## config.mk

```make
export PLATFORM = sky130hd
export DESIGN_NAME = lsu_mem_port
export DESIGN_NICKNAME = d
export VERILOG_FILES = /design/src/rtl/lsu_pkg.sv /design/src/rtl/lsu_align.sv /design/src/rtl/lsu_mem_port.sv
export SDC_FILE = /design/constraint.sdc
export NUM_CORES = 1
export LEC_CHECK = 0
export BUFFER_PORTS_ARGS = -buffer_cell sky130_fd_sc_hd__buf_2
export CORE_ASPECT_RATIO = 0.5
export CORE_MARGIN = 3
export CORE_UTILIZATION = 61
export DETAILED_ROUTE_END_ITERATION = 6
export GPL_TIMING_DRIVEN = 0
export MAX_ROUTING_LAYER = met4
export PLACE_DENSITY = 0.87
export SYNTH_ARGS = -nofsm -noshare
export SYNTH_HDL_FRONTEND = slang
export SYNTH_SLANG_ARGS = --single-unit
```

## constraint.sdc

```tcl
create_clock -name clk_i -period 7.6 [get_ports clk_i]
set_input_delay 1.52 -clock clk_i [delete_from_list [all_inputs] [get_ports clk_i]]
set_output_delay 1.52 -clock clk_i [all_outputs]
set_load 0.02 [all_outputs]
```

## src/rtl/lsu_pkg.sv

```systemverilog
// Shared types and helpers for the load/store memory port.
package lsu_pkg;

  localparam int XLEN = 32;

  typedef enum logic [1:0] {
    SZ_BYTE = 2'b00,
    SZ_HALF = 2'b01,
    SZ_WORD = 2'b10,
    SZ_RSVD = 2'b11
  } size_e;

  typedef enum logic [1:0] {
    IDLE = 2'b00,
    ACC0 = 2'b01,
    ACC1 = 2'b10,
    RESP = 2'b11
  } state_e;

  // Access width in bytes; the reserved encoding reports zero bytes.
  function automatic logic [2:0] size_nbytes(input size_e sz);
    case (sz)
      SZ_BYTE: size_nbytes = 3'd1;
      SZ_HALF: size_nbytes = 3'd2;
      SZ_WORD: size_nbytes = 3'd4;
      default: size_nbytes = 3'd0;
    endcase
  endfunction

endpackage

```

## src/rtl/lsu_align.sv

```systemverilog
// Byte-lane alignment: store data/strobe placement across two words and
// load extraction with sign or zero extension.
module lsu_align
  import lsu_pkg::*;
(
  input  size_e            size,
  input  logic [1:0]       off,
  input  logic             is_unsigned,
  input  logic [XLEN-1:0]  wdata,
  input  logic [XLEN-1:0]  lo,
  input  logic [XLEN-1:0]  hi,
  output logic [XLEN-1:0]  din_lo,
  output logic [XLEN-1:0]  din_hi,
  output logic [3:0]       we_lo,
  output logic [3:0]       we_hi,
  output logic [XLEN-1:0]  rdata
);

  logic [2*XLEN-1:0] st_shift;
  logic [2*XLEN-1:0] ld_shift;
  logic [7:0]        mask;
  logic [3:0]        base;
  logic [4:0]        bit_off;

  assign bit_off  = {off, 3'b000};
  assign st_shift = {{XLEN{1'b0}}, wdata} << bit_off;
  assign ld_shift = {hi, lo} >> bit_off;
  assign mask     = {4'b0000, base} << off;

  assign din_lo = st_shift[XLEN-1:0];
  assign din_hi = st_shift[2*XLEN-1:XLEN];
  assign we_lo  = mask[3:0];
  assign we_hi  = mask[7:4];

  // Byte strobe pattern for the access width before lane shifting.
  always_comb begin
    base = 4'b0000;
    case (size)
      SZ_BYTE: base = 4'b0001;
      SZ_HALF: base = 4'b0011;
      SZ_WORD: base = 4'b1111;
      default: base = 4'b0000;
    endcase
  end

  // Truncate the shifted load data to the access width and extend it.
  always_comb begin
    rdata = '0;
    case (size)
      SZ_BYTE: rdata = is_unsigned ? {24'h0, ld_shift[7:0]}
                                   : {{24{ld_shift[7]}}, ld_shift[7:0]};
      SZ_HALF: rdata = is_unsigned ? {16'h0, ld_shift[15:0]}
                                   : {{16{ld_shift[15]}}, ld_shift[15:0]};
      SZ_WORD: rdata = ld_shift[XLEN-1:0];
      default: rdata = '0;
    endcase
  end

endmodule

```

## src/rtl/lsu_mem_port.sv

```systemverilog
// Single-request load/store unit in front of a word-wide synchronous RAM port.
// Misaligned accesses that straddle a word boundary take two RAM cycles.
//
// state | meaning
// IDLE  | ready for a request
// ACC0  | RAM access to the first (or only) word
// ACC1  | RAM access to the second word of a split access
// RESP  | access done; response is registered out on the next edge
module lsu_mem_port
  import lsu_pkg::*;
#(
  parameter  int RAM_DEPTH = 8192,
  localparam int ADDR_W    = $clog2(RAM_DEPTH)
) (
  input  logic              clk_i,
  input  logic              rst_ni,
  input  logic              req_valid_i,
  output logic              req_ready_o,
  input  logic              req_we_i,
  input  logic [31:0]       req_addr_i,
  input  logic [1:0]        req_size_i,
  input  logic              req_unsigned_i,
  input  logic [31:0]       req_wdata_i,
  output logic              rsp_valid_o,
  output logic [31:0]       rsp_rdata_o,
  output logic              rsp_err_o,
  output logic              mem_en_o,
  output logic [3:0]        mem_we_o,
  output logic [ADDR_W-1:0] mem_addr_o,
  output logic [31:0]       mem_din_o,
  input  logic [31:0]       mem_dout_i
);

  state_e state_q, state_d;

  logic              accept;
  size_e             req_size;
  logic [2:0]        req_nbytes;
  logic [32:0]       req_last;
  logic [3:0]        req_span;
  logic              req_split;
  logic              req_err;

  logic [ADDR_W+1:0] addr_q;
  size_e             size_q;
  logic              uns_q;
  logic              we_q;
  logic [31:0]       wdata_q;
  logic              split_q;
  logic              err_q;
  logic [31:0]       lo_q;
  logic [31:0]       hi_q;
  logic [ADDR_W-1:0] mem_addr_q;
  logic              rsp_valid_q;
  logic              rsp_err_q;
  logic [31:0]       rsp_rdata_q;

  logic [ADDR_W-1:0] word_idx;
  logic [31:0]       din_lo, din_hi, ld_rdata;
  logic [3:0]        we_lo, we_hi;

  // Decode of the incoming request; the last byte is computed one bit wider
  // so an address near 2^32 cannot wrap back into range.
  assign req_size   = size_e'(req_size_i);
  assign req_nbytes = size_nbytes(req_size);
  assign req_last   = {1'b0, req_addr_i} + {30'b0, req_nbytes} - 33'd1;
  assign req_span   = {2'b00, req_addr_i[1:0]} + {1'b0, req_nbytes};
  assign req_split  = req_span > 4'd4;
  assign req_err    = (req_size == SZ_RSVD) || (req_last[32:ADDR_W+2] != '0);

  assign req_ready_o = rst_ni && (state_q == IDLE);
  assign accept      = req_valid_i && req_ready_o;
  assign word_idx    = addr_q[ADDR_W+1:2];

  assign rsp_valid_o = rsp_valid_q;
  assign rsp_err_o   = rsp_err_q;
  assign rsp_rdata_o = rsp_rdata_q;

  lsu_align u_align (
    .size        (size_q),
    .off         (addr_q[1:0]),
    .is_unsigned (uns_q),
    .wdata       (wdata_q),
    .lo          (lo_q),
    .hi          (split_q ? hi_q : 32'h0),
    .din_lo      (din_lo),
    .din_hi      (din_hi),
    .we_lo       (we_lo),
    .we_hi       (we_hi),
    .rdata       (ld_rdata)
  );

  // Next state and RAM port drive; the port is gated by rst_ni so a reset
  // landing mid-access never lets the in-flight write complete.
  always_comb begin
    state_d    = state_q;
    mem_en_o   = 1'b0;
    mem_we_o   = 4'b0000;
    mem_din_o  = 32'h0;
    mem_addr_o = mem_addr_q;
    case (state_q)
      IDLE: if (accept) state_d = req_err ? RESP : ACC0;
      ACC0: state_d = split_q ? ACC1 : RESP;
      ACC1: state_d = RESP;
      RESP: state_d = IDLE;
      default: state_d = IDLE;
    endcase
    if (rst_ni) begin
      if (state_q == ACC0) begin
        mem_en_o   = 1'b1;
        mem_addr_o = word_idx;
        mem_we_o   = we_q ? we_lo : 4'b0000;
        mem_din_o  = we_q ? din_lo : 32'h0;
      end else if (state_q == ACC1) begin
        mem_en_o   = 1'b1;
        mem_addr_o = word_idx + 1'b1;
        mem_we_o   = we_q ? we_hi : 4'b0000;
        mem_din_o  = we_q ? din_hi : 32'h0;
      end
    end
  end

  // State, captured request, read data and registered response.
  always_ff @(posedge clk_i) begin
    if (!rst_ni) begin
      state_q     <= IDLE;
      addr_q      <= '0;
      size_q      <= SZ_BYTE;
      uns_q       <= 1'b0;
      we_q        <= 1'b0;
      wdata_q     <= 32'h0;
      split_q     <= 1'b0;
      err_q       <= 1'b0;
      lo_q        <= 32'h0;
      hi_q        <= 32'h0;
      mem_addr_q  <= '0;
      rsp_valid_q <= 1'b0;
      rsp_err_q   <= 1'b0;
      rsp_rdata_q <= 32'h0;
    end else begin
      state_q    <= state_d;
      mem_addr_q <= mem_addr_o;
      if (accept) begin
        addr_q  <= req_addr_i[ADDR_W+1:0];
        size_q  <= req_size;
        uns_q   <= req_unsigned_i;
        we_q    <= req_we_i;
        wdata_q <= req_wdata_i;
        split_q <= req_split;
        err_q   <= req_err;
      end
      if (state_q == ACC0) lo_q <= mem_dout_i;
      if (state_q == ACC1) hi_q <= mem_dout_i;
      rsp_valid_q <= (state_q == RESP);
      rsp_err_q   <= (state_q == RESP) && err_q;
      rsp_rdata_q <= ((state_q == RESP) && !err_q && !we_q) ? ld_rdata : 32'h0;
    end
  end

endmodule

```

==> summary.md <==
| Metric | Value |
|---|---|
| Post-synth top cells | `165 x nand2_1, 158 x dfxtp_1, 117 x a21oi_1` |
| Pin count of the biggest net entering global routing | `17` |
| Core Area | `15010 um2` |
| Hold Fails Final Rpt | `0` |
| Setup Fix Bufs, Post-CTS | `0` |
| Switch share | `0.4171` |
| Max-slew violation count | `0` |
| Syn. warnings | `0` |
| Largest area contributor in the netlist | `dfxtp_1` |
| Drt wl/cell | `20.42 um` |
| Via density | `6.479` |
| DRC | `0` |
| Total global-route track usage | `0.3899` |
| Initial drt markers | `1184` |
| Post-route core utilization | `0.7649` |
| First-pass GRT wire length | `52.24 mm` |
| Post-synth EDFFs | `0` |
| Die Y | `95.30 um` |
| Clock latency on the worst-skew pair | `440 ps` |
| N_diodes | `0` |
| Io pins | `188` |
| Layout Nets | `1612` |
| Power share of the clock group | `0.257` |
| Fin crit period | `5684 ps` |
| Initial Util | `0.6482` |
| Top-count cell post-synth | `nand2_1` |
| Layout cell share with drive strength beyond 1 | `0.1742` |
| Worst clock skew | `17.24 ps` |
| Port-buffer cells | `186` |
| Final ANT Viol Nets | `0` |
| Max-cap viol count | `0` |
| Post-detail-place hpwl | `25.59 mm` |
| TritonCTS sink count | `158` |
| Root buffer cell | `clkbuf_16` |
| WP data required | `6080 ps` |
| Area after DPL | `10910 um2` |
| Leakage | `4.812 nW` |
| Outcome | `completed` |
| Post-synth ARST share | `0` |
| PD cells | `288.3 nW/um2` |
| Grt total ovfl | `0` |
| GP Congestion | `1.012` |
| First drt pass iteration count | `6` |
| Clock transition at path regs | `60 ps` |
| Vias in the first global route | `10.23k` |
| Post-synthesis cell area | `9729 um2` |
| Period utilization | `0.7480` |
| Synth cell types | `65` |
| RSZ-0062 raised after global routing | `no` |
| Detailed-route via count | `10.84k` |
| Post-synthesis register bit count | `158` |
| Crit Path Category | `input port to output pin` |
| # rows | `31` |
| Post-CTS Hold Buffers | `0` |
| CTS-repair resized insts | `0` |
| Flop pwr share | `0.337` |
| Net Switching | `1.381 mW` |
| CTS Buffer Depth | `2` |
| Die width | `184.6 um` |
| Combinational share of power | `0.406` |
| Initial antenna violation count | `0` |
| Main synth FF type | `dfxtp_1` |
| Critical path endpoint category | `output pin` |
| Slew headroom | `0.2828` |
| Setup Viol. Count Final | `0` |
| Sequential-to-total area share from yosys stat | `0.3251` |
| Crit path launch type | `input port` |
| CTS H-tree depth | `4` |
| Max FO, Critical Path | `10` |
| P&R area growth vs syn | `18.02%` |
| Drt total wl | `34.17 mm` |
| Syn nets | `1407` |
| DIE AREA | `17590 um2` |
| Overall Power | `3.310 mW` |
| Worst Path Arrival | `4160 ps` |
| Syn_area_per_cell | `7.740 um2` |
| Post-route cell area | `11480 um2` |
| Pint | `1.929 mW` |
| TritonCTS buffer count | `17` |
| Mapped Cells | `1257` |
| Fmax | `175.9 MHz` |
| Least-Margin Pin Slew | `1074 ps` |
| VDD IR max | `149.6 uV` |
| CTS tree | `built` |
| HP Class | `flip-flop to flip-flop` |
| Setup TNS | `0 ps` |
| Synth top area cells | `dfxtp_1 33%, mux2i_1 9.8%, nand2_1 6.4%, a21oi_1 6.0%, ha_1 5.9%` |
| Post-synth top area share | `0.3251` |
==> final cells by class <==
cell class,count,area (um2)
multi-input combinational,943,5972
inverter,69,259.0
tap,198,247.7
sequential,158,3163
timing repair buffer,186,930.9
fill,1193,3528
clock buffer,18,429.2
buffer,87,335.3
clock inverter,14,145.1
==> registers in the layout (all words and copies together) (netlist names) <==
register     cells
split_q          1
wdata_q         32
lo_q            32
rsp_valid_o      1
size_q           2
rsp_rdata_o     32
err_q            1
we_q             1
mem_addr_q      13
state_q          2
addr_q          15
rsp_err_o        1
uns_q            1
hi_q            24
==> metrics by stage <==
step	hold slack [ps]	cells	setup WS (ps)
2_1_floorplan	443.1	1257	2965
3_3_place_gp	461.8	1641	2081
3_5_place_dp	469.8	1641	2068
4_1_cts	478.5	1673	2091
5_1_grt	505.3	1673	1877
6_report	476.3	1673	1916
==> metal layers <==
layer  share of wire  vias to the layer above  global-route usage
li1                -                     4867                   -
met2            0.45                      765              0.6314
met5               0                        -                   -
met3            0.11                      159             0.08613
met1            0.39                     5049              0.4625
met4           0.047                        0              0.2011
==> kinds of logic (layout without fill, tap and decap cells) <==
| logic type | Yosys count | after routing | share of synthesized area |
|---|---|---|---|
| AND/OR/NAND/NOR | 399 | 399 | 0.1825 |
| AO/OA/AOI/OAI | 371 | 371 | 0.2391 |
| flip-flops | 158 | 158 | 0.3251 |
| buffers and inverters | 156 | 374 | 0.06108 |
| multiplexers | 116 | 116 | 0.1220 |
| adder cells (fa/ha/maj) | 47 | 47 | 0.06121 |
| XOR/XNOR | 10 | 10 | 0.009002 |
==> cell usage in the layout, fill, tap and decap left out, types with 37 or more instances in the layout <==
| master | n |
|---|---|
| ha_1 | 46 |
| buf_2 | 193 |
| nand2_1 | 165 |
| a21oi_1 | 117 |
| o21ai_0 | 83 |
| clkbuf_1 | 63 |
| nor2_1 | 116 |
| inv_1 | 67 |
| mux2i_1 | 95 |
| dfxtp_1 | 158 |
| a211oi_1 | 37 |
==> worst max-delay path, cell delays in order <==
cell	delay, ps
clkbuf_1	330
nand2_1	190
nor2_1	540
clkbuf_1	490
nand3_1	440
o22ai_1	400
buf_2	230
==> final timing paths <==
check / startpoint / endpoint / slack, ps / cells after the start
setup / recovery: rst_ni / mem_din_o[4] / 1920 / 7
hold / removal: wdata_q[17] / wdata_q[17] / 480 / 2
setup reg to reg: addr_q[0] / rsp_rdata_o[6] / 4700 / 6
hold reg to reg: wdata_q[17] / wdata_q[17] / 480 / 2
==> power by group through the flow <==
stage	Clock (mW)	Combinational, mW	Sequential, mW
floorplan	0	0.931	1.08
global placement	0	1.25	1.11
detailed placement	0	1.29	1.12
CTS	0.840	1.30	1.11
global route	0.880	1.44	1.13
finish	0.850	1.34	1.12
No activity file was read; power rests on OpenSTA's default activity.
